**config.mk**
```make
export PLATFORM = sky130hd
export DESIGN_NAME = dmem_lsu_ctrl
export DESIGN_NICKNAME = d
export VERILOG_FILES = /design/src/rtl/dmem_pkg.sv /design/src/rtl/dmem_lane_align.sv /design/src/rtl/dmem_lsu_ctrl.sv
export SDC_FILE = /design/constraint.sdc
export NUM_CORES = 1
export LEC_CHECK = 0
export ABC_AREA = 1
export ABC_CLOCK_PERIOD_IN_PS = 4000
export BUFFER_PORTS_ARGS = -buffer_cell sky130_fd_sc_hd__buf_2
export CORE_ASPECT_RATIO = 1.4
export CORE_UTILIZATION = 56
export CTS_CLUSTER_DIAMETER = 30
export DETAILED_ROUTE_END_ITERATION = 6
export GPL_TIMING_DRIVEN = 0
export PLACE_DENSITY = 0.84
export RECOVER_POWER = 25
export SLEW_MARGIN = 20
export SYNTH_ARGS = -nofsm -noshare
export SYNTH_HDL_FRONTEND = slang
export SYNTH_SLANG_ARGS = --single-unit
```
**constraint.sdc**
```tcl
create_clock -name clk -period 4 [get_ports clk]
set_input_delay 0.6 -clock clk [delete_from_list [all_inputs] [get_ports clk]]
set_output_delay 0.6 -clock clk [all_outputs]
set_load 0.01 [all_outputs]
```
**src/rtl/dmem_pkg.sv**
```systemverilog
// dmem_pkg: shared types and helpers for the MEM-stage load/store controller.
//   size_e    - access size encoding (byte, half, word; 2'b11 behaves as word)
//   state_e   - controller FSM states
//   op_t      - captured request (write, size, unsigned, byte offset, wdata)
//   is_misaligned / is_subword - request classification helpers
// Compile-time option used by the controller: DMEM_MISALIGN_TRAP_EN.
package dmem_pkg;

    typedef enum logic [1:0] {
        SZ_BYTE     = 2'b00,
        SZ_HALF     = 2'b01,
        SZ_WORD     = 2'b10,
        SZ_WORD_ALT = 2'b11
    } size_e;

    typedef enum logic {
        ST_IDLE  = 1'b0,
        ST_MERGE = 1'b1
    } state_e;

    typedef struct packed {
        logic        write;
        size_e       size;
        logic        unsigned_ld;
        logic [1:0]  off;
        logic [31:0] wdata;
    } op_t;

    // Halves must sit on an even byte, words on a word boundary.
    function automatic logic is_misaligned(size_e size, logic [1:0] off);
        case (size)
            SZ_BYTE: return 1'b0;
            SZ_HALF: return off[0];
            default: return off != 2'b00;
        endcase
    endfunction

    function automatic logic is_subword(size_e size);
        return (size == SZ_BYTE) || (size == SZ_HALF);
    endfunction

endpackage

```
**src/rtl/dmem_lane_align.sv**
```systemverilog
// dmem_lane_align: combinational lane logic shared by loads and stores.
//   word_i     - memory word (load source, or old word for a store merge)
//   wdata_i    - right-aligned store data
//   size_i     - access size
//   off_i      - byte offset inside the word
//   unsigned_i - zero-extend (1) or sign-extend (0) load data
//   load_o     - extracted and extended load value
//   merge_o    - word_i with the addressed lanes replaced by wdata_i
// Half accesses only look at off_i[1] and word accesses ignore off_i, so a
// misaligned request that reaches here is silently aligned down.
module dmem_lane_align
    import dmem_pkg::*;
(
    input  logic [31:0] word_i,
    input  logic [31:0] wdata_i,
    input  size_e       size_i,
    input  logic [1:0]  off_i,
    input  logic        unsigned_i,
    output logic [31:0] load_o,
    output logic [31:0] merge_o
);

    logic [7:0]  lane_b;
    logic [15:0] lane_h;

    always_comb begin
        lane_b = 8'(word_i >> {off_i, 3'b000});
        lane_h = off_i[1] ? word_i[31:16] : word_i[15:0];
        case (size_i)
            SZ_BYTE: load_o = {{24{~unsigned_i & lane_b[7]}}, lane_b};
            SZ_HALF: load_o = {{16{~unsigned_i & lane_h[15]}}, lane_h};
            default: load_o = word_i;
        endcase
    end

    always_comb begin
        merge_o = word_i;
        case (size_i)
            SZ_BYTE: merge_o[{off_i, 3'b000} +: 8]     = wdata_i[7:0];
            SZ_HALF: merge_o[{off_i[1], 4'b0000} +: 16] = wdata_i[15:0];
            default: merge_o = wdata_i;
        endcase
    end

endmodule

```
**src/rtl/dmem_lsu_ctrl.sv**
```systemverilog
// dmem_lsu_ctrl: load/store controller between the MEM stage and a
// word-organised data memory (combinational read, write on clock edge).
//   clk, rst            - clock, asynchronous active-high reset
//   req_*               - MEM-stage request (byte address, size, data)
//   stall               - high while a sub-word store merges its old word
//   rsp_valid/rdata/err - one-cycle completion pulse with load data
//   mem_*               - word-address memory port
// Sub-word stores are a read (accept cycle) followed by a merged write
// (MERGE cycle). Optional misalignment trapping: DMEM_MISALIGN_TRAP_EN.
module dmem_lsu_ctrl
    import dmem_pkg::*;
#(
    parameter int ADDR_W = 10
) (
    input  logic              clk,
    input  logic              rst,
    input  logic              req_valid,
    input  logic              req_write,
    input  logic [ADDR_W+1:0] req_addr,
    input  logic [1:0]        req_size,
    input  logic              req_unsigned,
    input  logic [31:0]       req_wdata,
    output logic              stall,
    output logic              rsp_valid,
    output logic [31:0]       rsp_rdata,
    output logic              rsp_err,
    output logic [ADDR_W-1:0] mem_addr,
    output logic [31:0]       mem_wd,
    output logic              mem_we,
    output logic              mem_re,
    input  logic [31:0]       mem_rdata
);

    state_e            state_q, state_d;
    op_t               op_q;
    logic [ADDR_W-1:0] addr_q;
    logic [31:0]       merge_q;
    logic              rsp_valid_q, rsp_err_q;
    logic [31:0]       rsp_rdata_q;

    size_e       req_sz;
    logic        accept, trap, go, sub_store;
    logic        in_merge;
    logic [31:0] al_load, al_merge;

    assign req_sz    = size_e'(req_size);
    assign in_merge  = (state_q == ST_MERGE);
    assign accept    = req_valid && !in_merge;
    assign sub_store = req_write && is_subword(req_sz);

`ifdef DMEM_MISALIGN_TRAP_EN
    assign trap = is_misaligned(req_sz, req_addr[1:0]);
`else
    assign trap = 1'b0;
`endif

    // A trapped access still completes (with rsp_err) but never touches memory.
    assign go = accept && !trap;

    // In MERGE the lane logic works on the captured request and old word;
    // otherwise it looks straight at the live request and memory output.
    dmem_lane_align u_align (
        .word_i     (in_merge ? merge_q     : mem_rdata),
        .wdata_i    (in_merge ? op_q.wdata  : req_wdata),
        .size_i     (in_merge ? op_q.size   : req_sz),
        .off_i      (in_merge ? op_q.off    : req_addr[1:0]),
        .unsigned_i (in_merge ? op_q.unsigned_ld : req_unsigned),
        .load_o     (al_load),
        .merge_o    (al_merge)
    );

    always_ff @(posedge clk or posedge rst) begin
        if (rst) begin
            state_q <= ST_IDLE;
        end else begin
            state_q <= state_d;
        end
    end

    always_comb begin
        state_d = state_q;
        case (state_q)
            ST_IDLE:  if (go && sub_store) state_d = ST_MERGE;
            ST_MERGE: state_d = ST_IDLE;
            default:  state_d = ST_IDLE;
        endcase
    end

    always_comb begin
        mem_addr = req_addr[ADDR_W+1:2];
        mem_wd   = req_wdata;
        mem_we   = 1'b0;
        mem_re   = 1'b0;
        stall    = 1'b0;
        case (state_q)
            ST_IDLE: begin
                if (go) begin
                    if (!req_write || sub_store) mem_re = 1'b1;
                    else                         mem_we = 1'b1;
                end
            end
            ST_MERGE: begin
                mem_addr = addr_q;
                mem_wd   = al_merge;
                mem_we   = op_q.write;
                stall    = 1'b1;
            end
            default: ;
        endcase
        // Keep the memory untouched while reset is asserted mid-cycle.
        if (rst) begin
            mem_we = 1'b0;
            mem_re = 1'b0;
        end
    end

    always_ff @(posedge clk or posedge rst) begin
        if (rst) begin
            op_q        <= '0;
            addr_q      <= '0;
            merge_q     <= '0;
            rsp_valid_q <= 1'b0;
            rsp_err_q   <= 1'b0;
            rsp_rdata_q <= '0;
        end else begin
            if (accept) begin
                op_q.write       <= req_write;
                op_q.size        <= req_sz;
                op_q.unsigned_ld <= req_unsigned;
                op_q.off         <= req_addr[1:0];
                op_q.wdata       <= req_wdata;
                addr_q           <= req_addr[ADDR_W+1:2];
            end
            if (go && sub_store) merge_q <= mem_rdata;
            if (go && !req_write) rsp_rdata_q <= al_load;
            // Sub-word stores respond after their MERGE cycle, everything else
            // (including trapped accesses) one cycle after accept.
            rsp_valid_q <= (accept && (trap || !sub_store)) || in_merge;
            rsp_err_q   <= accept && trap;
        end
    end

    assign rsp_valid = rsp_valid_q;
    assign rsp_err   = rsp_err_q;
    assign rsp_rdata = rsp_rdata_q;

endmodule

```
==> results.json, run 1 <==
{
  "p_per_area_nw_per_um2": 429.6,
  "grt_antenna_before_repair": 0,
  "worst-slew-pin-transition_ns": 2.349,
  "die-area_sq_um": 13920,
  "pin_count": 162,
  "ir_drop_mv": 0.2339,
  "clk_latency_ns": 0.43,
  "holdPathEnd": "op_q[15]",
  "max_stage_delay_ns": 0.47,
  "path_common_cell": "nand2_1",
  "postRouteAntennaNets": 0,
  "r2r_cells": 10,
  "maxCapViolCount": 2,
  "crit_path_max_fanout": 11,
  "io_buffers": 160,
  "clkPwrFrac": 0.401,
  "syn_to_final_growth_pct": 21.86,
  "vias": 8305,
  "avgSynthCellArea_sq_um": 6.516,
  "critPathKind": "reg -> out",
  "wl_mm": 26.61,
  "worst_hold_slack_ns": 0.3835,
  "drcViolationCount": 0,
  "place.gp.congestion": 1.027,
  "cp-start-kind": "register",
  "ys_ff_latch": 114,
  "period_share": 0.9484,
  "syn_area_sq_um": 7532,
  "r2r-start": "in_merge",
  "cts_tree": "done",
  "drive_gt1_frac": 0.2135,
  "required_ns": 3.40,
  "ys_async_sr_fraction": 1.000,
  "cts_root_buffer": "clkbuf_16",
  "hold_path_startpoint": "req_wdata[15]",
  "crit_family": "simple AND/OR/NAND/NOR gates",
  "fin_nets": 1424,
  "hold_depth": 3,
  "path_cells": "buf_6 > nand2_1 > nand2_1 > buf_2 > ha_1 > inv_1 > nor2_2 > nand3_1 > o21ai_0 > nand2_1 > nand2_1 > nand2_1 > nand2_1 > buf_2",
  "seqPwrFrac": 0.359,
  "utilization": 0.7062,
  "setup_viol": 0,
  "syn-num-nets": 1244,
  "status": "finished with violations",
  "placementRows": 49,
  "cp_num_buf_inv": 4,
  "synth_simple_gate_area_share": 0.3507,
  "end_kind": "output pin",
  "rsz0062_at_grt": "no",
  "regArea_sq_um": 2853,
  "via_per_inst": 5.439,
  "comb_power_share": 0.240,
  "synth_top_family_by_area": "simple AND/OR/NAND/NOR gates",
  "synthMuxAreaShare": 0,
  "cp_slowest_cell": "dfrtp_1",
  "synth_xor_xnor_area_share": 0,
  "core_area_sq_um": 13000,
  "hpwl_mm": 19.95,
  "h-tree-depth": 4,
  "clk_pin_slew_worst_paths_ns": 0.06,
  "synth_compound_area_frac": 0.1527,
  "yosysTopAreaCell": "dfrtp_1",
  "p_switching_uw": 1307,
  "clkSinkCount": 114,
  "r2r-end": "rsp_rdata[10]",
  "fmax_mhz": 263.6,
  "violations": "max-capacitance violations, max-slew violations",
  "ys.flop_type": "dfrtp_1",
  "track_usage": 0.3933,
  "synth-edff-count": 0,
  "grt_pass1_vias": 7960,
  "numCtsBuffers": 17,
  "start_util": 0.5795,
  "grt_pass1_wl_mm": 41.21,
  "final-max-slew-violation-count": 117,
  "swShare": 0.3314,
  "hold_buffers": 0,
  "maxSlewHeadroom": -0.5748,
  "cellLeakagePower_uw": 0.004996,
  "grt_max_degree": 64,
  "fp.dieW_um": 100.0,
  "wl_per_cell_um": 17.43,
  "synth_cell_type_count": 36,
  "drt-initial-drc-count": 689,
  "intPower_uw": 2637,
  "multi_input_area_sq_um": 3867,
  "grt_overflow_total": 0,
  "cts_buffer_depth": 2,
  "die_h_um": 139.2,
  "synth_top_area_frac": 0.3787,
  "fin_worst_skew_ns": 0.008809,
  "diodes": 0,
  "seq_area_frac_synth": 0.3787,
  "synthTopCellsByArea": "dfrtp_1 38%, nand2_1 25%, o21ai_0 6.6%, inv_1 5.5%, a21oi_1 4.4%",
  "hp-class": "in -> reg",
  "cts_setup_buffers": 0,
  "dr.pass1.iters": 6,
  "yosysWarningCount": 0,
  "synthAdderAreaFrac": 0.008306,
  "r2r_setup_slack_ns": 1.53,
  "fillCellCount": 1172,
  "finalHoldViolCount": 0,
  "synth_cells": 1156,
  "cp.arrival_ns": 3.19,
  "fin_crit_ns": 3.793
}
power by group through the flow:
stage / Combinational [uW] / Sequential [uW] / Clock, uW
CTS: 934 / 1410 / 1570
global route: 1040 / 1430 / 1610
detailed placement: 926 / 1430 / 0
global placement: 903 / 1430 / 0
finish: 946 / 1420 / 1580
floorplan: 562 / 1440 / 0
worst max path at each step:
stage	start	endpoint	slack, ns	cells after the start
finish	in_merge	mem_wd[11]	0.21	14
global route	in_merge	mem_wd[8]	0.07	14
CTS	in_merge	mem_wd[11]	0.18	14
detailed placement	req_addr[1]	mem_wd[23]	0.60	13
global placement	rst	rsp_rdata[24]	-0.97	2
floorplan	rst	addr_q[0]	0.38	1
Yosys cell counts, types with 2 or more instances:
| cell type | count |
|---|---|
| nand2_1 | 497 |
| o21ai_1 | 20 |
| nand2_2 | 7 |
| buf_4 | 5 |
| clkbuf_1 | 24 |
| o21ai_0 | 99 |
| buf_2 | 12 |
| inv_2 | 3 |
| clkinv_1 | 2 |
| nand3_1 | 48 |
| dfrtp_1 | 114 |
| a21oi_2 | 5 |
| nor2_1 | 61 |
| o21a_1 | 4 |
| buf_1 | 3 |
| buf_6 | 16 |
| nor3_1 | 4 |
| ha_1 | 5 |
| a21oi_1 | 66 |
| inv_1 | 110 |
| nand2_4 | 3 |
| o21ai_2 | 13 |
| nand4_1 | 3 |
| or2_2 | 20 |
metrics by stage:
stage / TNS, ns / instances / worst slack, ns / cell area, sq um / total power [uW]
global route: 0 / 1527 / 0.07253 / 9179 / 4085
floorplan: 0 / 1156 / 0.3843 / 7532 / 2007
CTS: 0 / 1527 / 0.1816 / 9196 / 3914
detailed placement: 0 / 1495 / 0.6003 / 8588 / 2356
finish: 0 / 1527 / 0.2065 / 9179 / 3944
global placement: -108.88 / 1494 / -0.9661 / 8556 / 2328
sequential cells by signal, summed over array words and instances (netlist names):
signal and flops:
op_q 38, rsp_valid 1, rsp_rdata 32, in_merge 1, addr_q 10, merge_q 32
tightest hold or removal path: cells and delay by family:
kind / cells / cell delay, ns
buffers and inverters: 1 / 0.09
and+or+nand+nor: 2 / 0.09
placed cells by master (no fill, tap or decap), drive strengths merged, types with 2 or more instances in the layout:
| cell | n |
|---|---|
| bufinv | 2 |
| nand3 | 50 |
| ha | 5 |
| dfrtp | 114 |
| clkinvlp | 7 |
| nor2 | 64 |
| or2 | 20 |
| nor3 | 4 |
| o21a | 4 |
| nand4 | 3 |
| a21oi | 71 |
| o21ai | 133 |
| nand2 | 507 |
| buf | 195 |
| clkbuf | 47 |
| inv | 114 |
| clkinv | 5 |
logic make-up after synthesis:
family | Yosys count
flip-flops | 114
AO/OA/AOI/OAI | 211
adder cells (fa/ha/maj) | 5
buffers and inverters | 177
AND/OR/NAND/NOR | 648
other | 1
per-layer routing:
| metal | GRT usage | share of wire |
|---|---|---|
| met1 | 0.4501 | 0.36 |
| met5 | 0 | 0 |
| met4 | 0.2891 | 0.084 |
| met2 | 0.6613 | 0.47 |
| met3 | 0.05776 | 0.080 |
area by class of cell:
cell class	instances	area share
buffer	60	0.04130
clock buffer	21	0.05234
clock inverter	11	0.01390
inverter	117	0.04839
multi-input combinational	865	0.4213
sequential	114	0.3108
tap	178	0.02426
timing repair buffer	161	0.08765
timing repair:
| item | 4_1_cts | 5_1_grt |
|---|---|---|
| hold endpoints to repair | 0 | 0 |
| endpoints found under the setup margin | 0 | 11 |
| resized for setup | 0 | 3 |
Note: power is estimated with default switching activity, not from simulation.
==> run 2: changes to the inputs <==
==> constraint.sdc (replaced) <==
create_clock -name clk -period 4 [get_ports clk]
set_input_delay 0.8 -clock clk [delete_from_list [all_inputs] [get_ports clk]]
set_output_delay 0.8 -clock clk [all_outputs]
set_load 0.01 [all_outputs]
==> run 2 against run 1 <==
  * Register-to-register slack better by 0.02 ns
  * Clock-buffer cell count unchanged
  * Die area unchanged
  * Combinational power increased by 1%
  * Critical endpoint unchanged
  * Flip-flop and latch count unchanged
  * Maximum frequency shrank 1.3%
  * Largest cell class unchanged
  * The flow still finishes with violations (max-capacitance violations, max-slew violations)
  * Sequential share of layout area is 0.17 points lower
  * Final area is 0.55% higher
  * Largest power group unchanged
  * First-iteration DRC count rose by 9.7%
  * Sequential power is essentially flat
==> results.json, run 2 (synthesis results as in run 1) <==
{
  "period_share": 0.9606,
  "grt_use_met1": 0.4501,
  "cts_setup_buffers": 0,
  "path_common_cell": "nand2_1",
  "met2_usage": 0.6613,
  "worst_hold_slack_ns": 0.4724,
  "vias": 8327,
  "drcViolationCount": 0,
  "hpwl_mm": 19.95,
  "crit_path_max_fanout": 11,
  "via_per_inst": 5.453,
  "clk_latency_ns": 0.43,
  "critPathKind": "reg -> out",
  "fmax_mhz": 260.2,
  "start_util": 0.5795,
  "core_area_sq_um": 13000,
  "layout_commonest_cell": "nand2_1",
  "crit_family": "simple AND/OR/NAND/NOR gates",
  "cp_slowest_cell": "dfrtp_1",
  "ir_drop_mv": 0.2317,
  "diodes": 0,
  "cp_num_buf_inv": 4,
  "grt_busiest_layer": "met2",
  "die-area_sq_um": 13920,
  "maxSlewHeadroom": -0.6268,
  "postRouteAntennaNets": 0,
  "wl_mm": 26.65,
  "h-tree-depth": 4,
  "fin_worst_skew_ns": 0.01068,
  "fin_tns_setup_ns": 0,
  "fp.dieW_um": 100.0,
  "grt_antenna_before_repair": 0,
  "grtUsageMet3": 0.05776,
  "grt_overflow_total": 0,
  "final-max-slew-violation-count": 52,
  "wl_per_cell_um": 17.45,
  "cellLeakagePower_uw": 0.005006,
  "maxCapViolCount": 1,
  "path_cells": "buf_6 > nand2_1 > nand2_1 > clkbuf_4 > ha_2 > inv_1 > nor2_4 > nand3_1 > o21ai_0 > nand2_1 > nand2_1 > nand2_1 > nand2_1 > buf_2",
  "grt_pass1_wl_mm": 41.21,
  "worst-slew-pin-transition_ns": 2.427,
  "cts_tree": "done",
  "p_per_area_nw_per_um2": 428.0,
  "setup_viol": 0,
  "status": "finished with violations",
  "fin_crit_ns": 3.843,
  "track_usage": 0.3933,
  "hold_buffers": 0,
  "numCtsBuffers": 17,
  "cts_root_buffer": "clkbuf_16",
  "grt_pass1_vias": 7960,
  "final_cell_mix": "496 x nand2_1, 170 x buf_2, 114 x dfrtp_1, 109 x inv_1, 99 x o21ai_0",
  "clkSinkCount": 114,
  "dr.pass1.iters": 6,
  "io_buffers": 160,
  "dp.cells": 1495,
  "largest_reg_flops": 38,
  "regMostFlops": "op_q",
  "drt-initial-drc-count": 756,
  "grt_max_degree": 64,
  "place.gp.congestion": 1.027,
  "cts_buffer_depth": 2,
  "die_h_um": 139.2,
  "fin_nets": 1424,
  "syn_to_final_growth_pct": 22.52,
  "max_stage_delay_ns": 0.48,
  "required_ns": 3.20,
  "end_kind": "output pin",
  "clk_pin_slew_worst_paths_ns": 0.06,
  "cp.arrival_ns": 3.04,
  "cp-start-kind": "register",
  "pin_count": 162,
  "instances_no_fill": 1527,
  "violations": "max-capacitance violations, max-slew violations",
  "finalHoldViolCount": 0,
  "ctsResizeCount": 1,
  "drive_gt1_frac": 0.2172,
  "placementRows": 49,
  "hp-class": "reg -> reg"
}
==> run 2: changes by cell type in the layout (fill, tap and decap cells not counted), sizes merged <==
cell | previous run | this run
clkinvlp | 7 | 8
clkinv | 5 | 4
==> run 2: worst reg2reg max path, cell delays in order (launching register included) <==
cell,delay [ns]
dfrtp_1,0.46
buf_6,0.19
buf_6,0.14
buf_6,0.15
o21ai_0,0.85
o21ai_0,0.29
nand3_1,0.14
nand3_1,0.10
nand2_1,0.07
==> run 2: final timing paths <==
kind | startpoint | to | slack (ns) | depth (start not counted)
setup / recovery | in_merge | mem_wd[11] | 0.16 | 14
hold / removal | rsp_rdata[12] | rsp_rdata[12] | 0.47 | 2
setup reg to reg | in_merge | rsp_rdata[0] | 1.55 | 8
hold reg to reg | rsp_rdata[12] | rsp_rdata[12] | 0.47 | 2
max in group asynchronous | rst | rsp_rdata[7] | 1.84 | 2
min in group asynchronous | rst | op_q[30] | 1.04 | 2
==> run 2: final cells by class <==
class / instances / area [sq um]
multi-input cells: 865 / 3889
fillers: 1163 / 3769
flip-flops and latches: 114 / 2853
repair buffers: 161 / 827.0
clock buffers: 21 / 480.5
inverters: 117 / 447.9
plain buffers: 60 / 381.6
well taps: 178 / 222.7
clock inverters: 11 / 127.6
==> run 2: report_power, final <==
part | switching (uW) | internal [uW]
Combinational | 623 | 332
Sequential | 91.1 | 1330
Clock | 594 | 983
Total | 1310 | 2640
==> run 2: stage by stage <==
step             util  instance area (sq um)  worst slack [ns]  power [uW]
5_1_grt        0.7101                   9229          -0.01345        4094
4_1_cts        0.7077                   9199           0.02881        3914
3_3_place_gp   0.6583                   8556            -1.166        2328
3_5_place_dp   0.6608                   8588            0.2003        2356
6_report       0.7101                   9229            0.1574        3950
2_1_floorplan       -                   7532            0.1843        2007
==> run 2: per-layer routing <==
layer | up-vias | part of all wire
li1 | 3980 | -
met1 | 3742 | 0.37
met5 | - | 0
met4 | 0 | 0.080
met3 | 124 | 0.076
met2 | 481 | 0.48
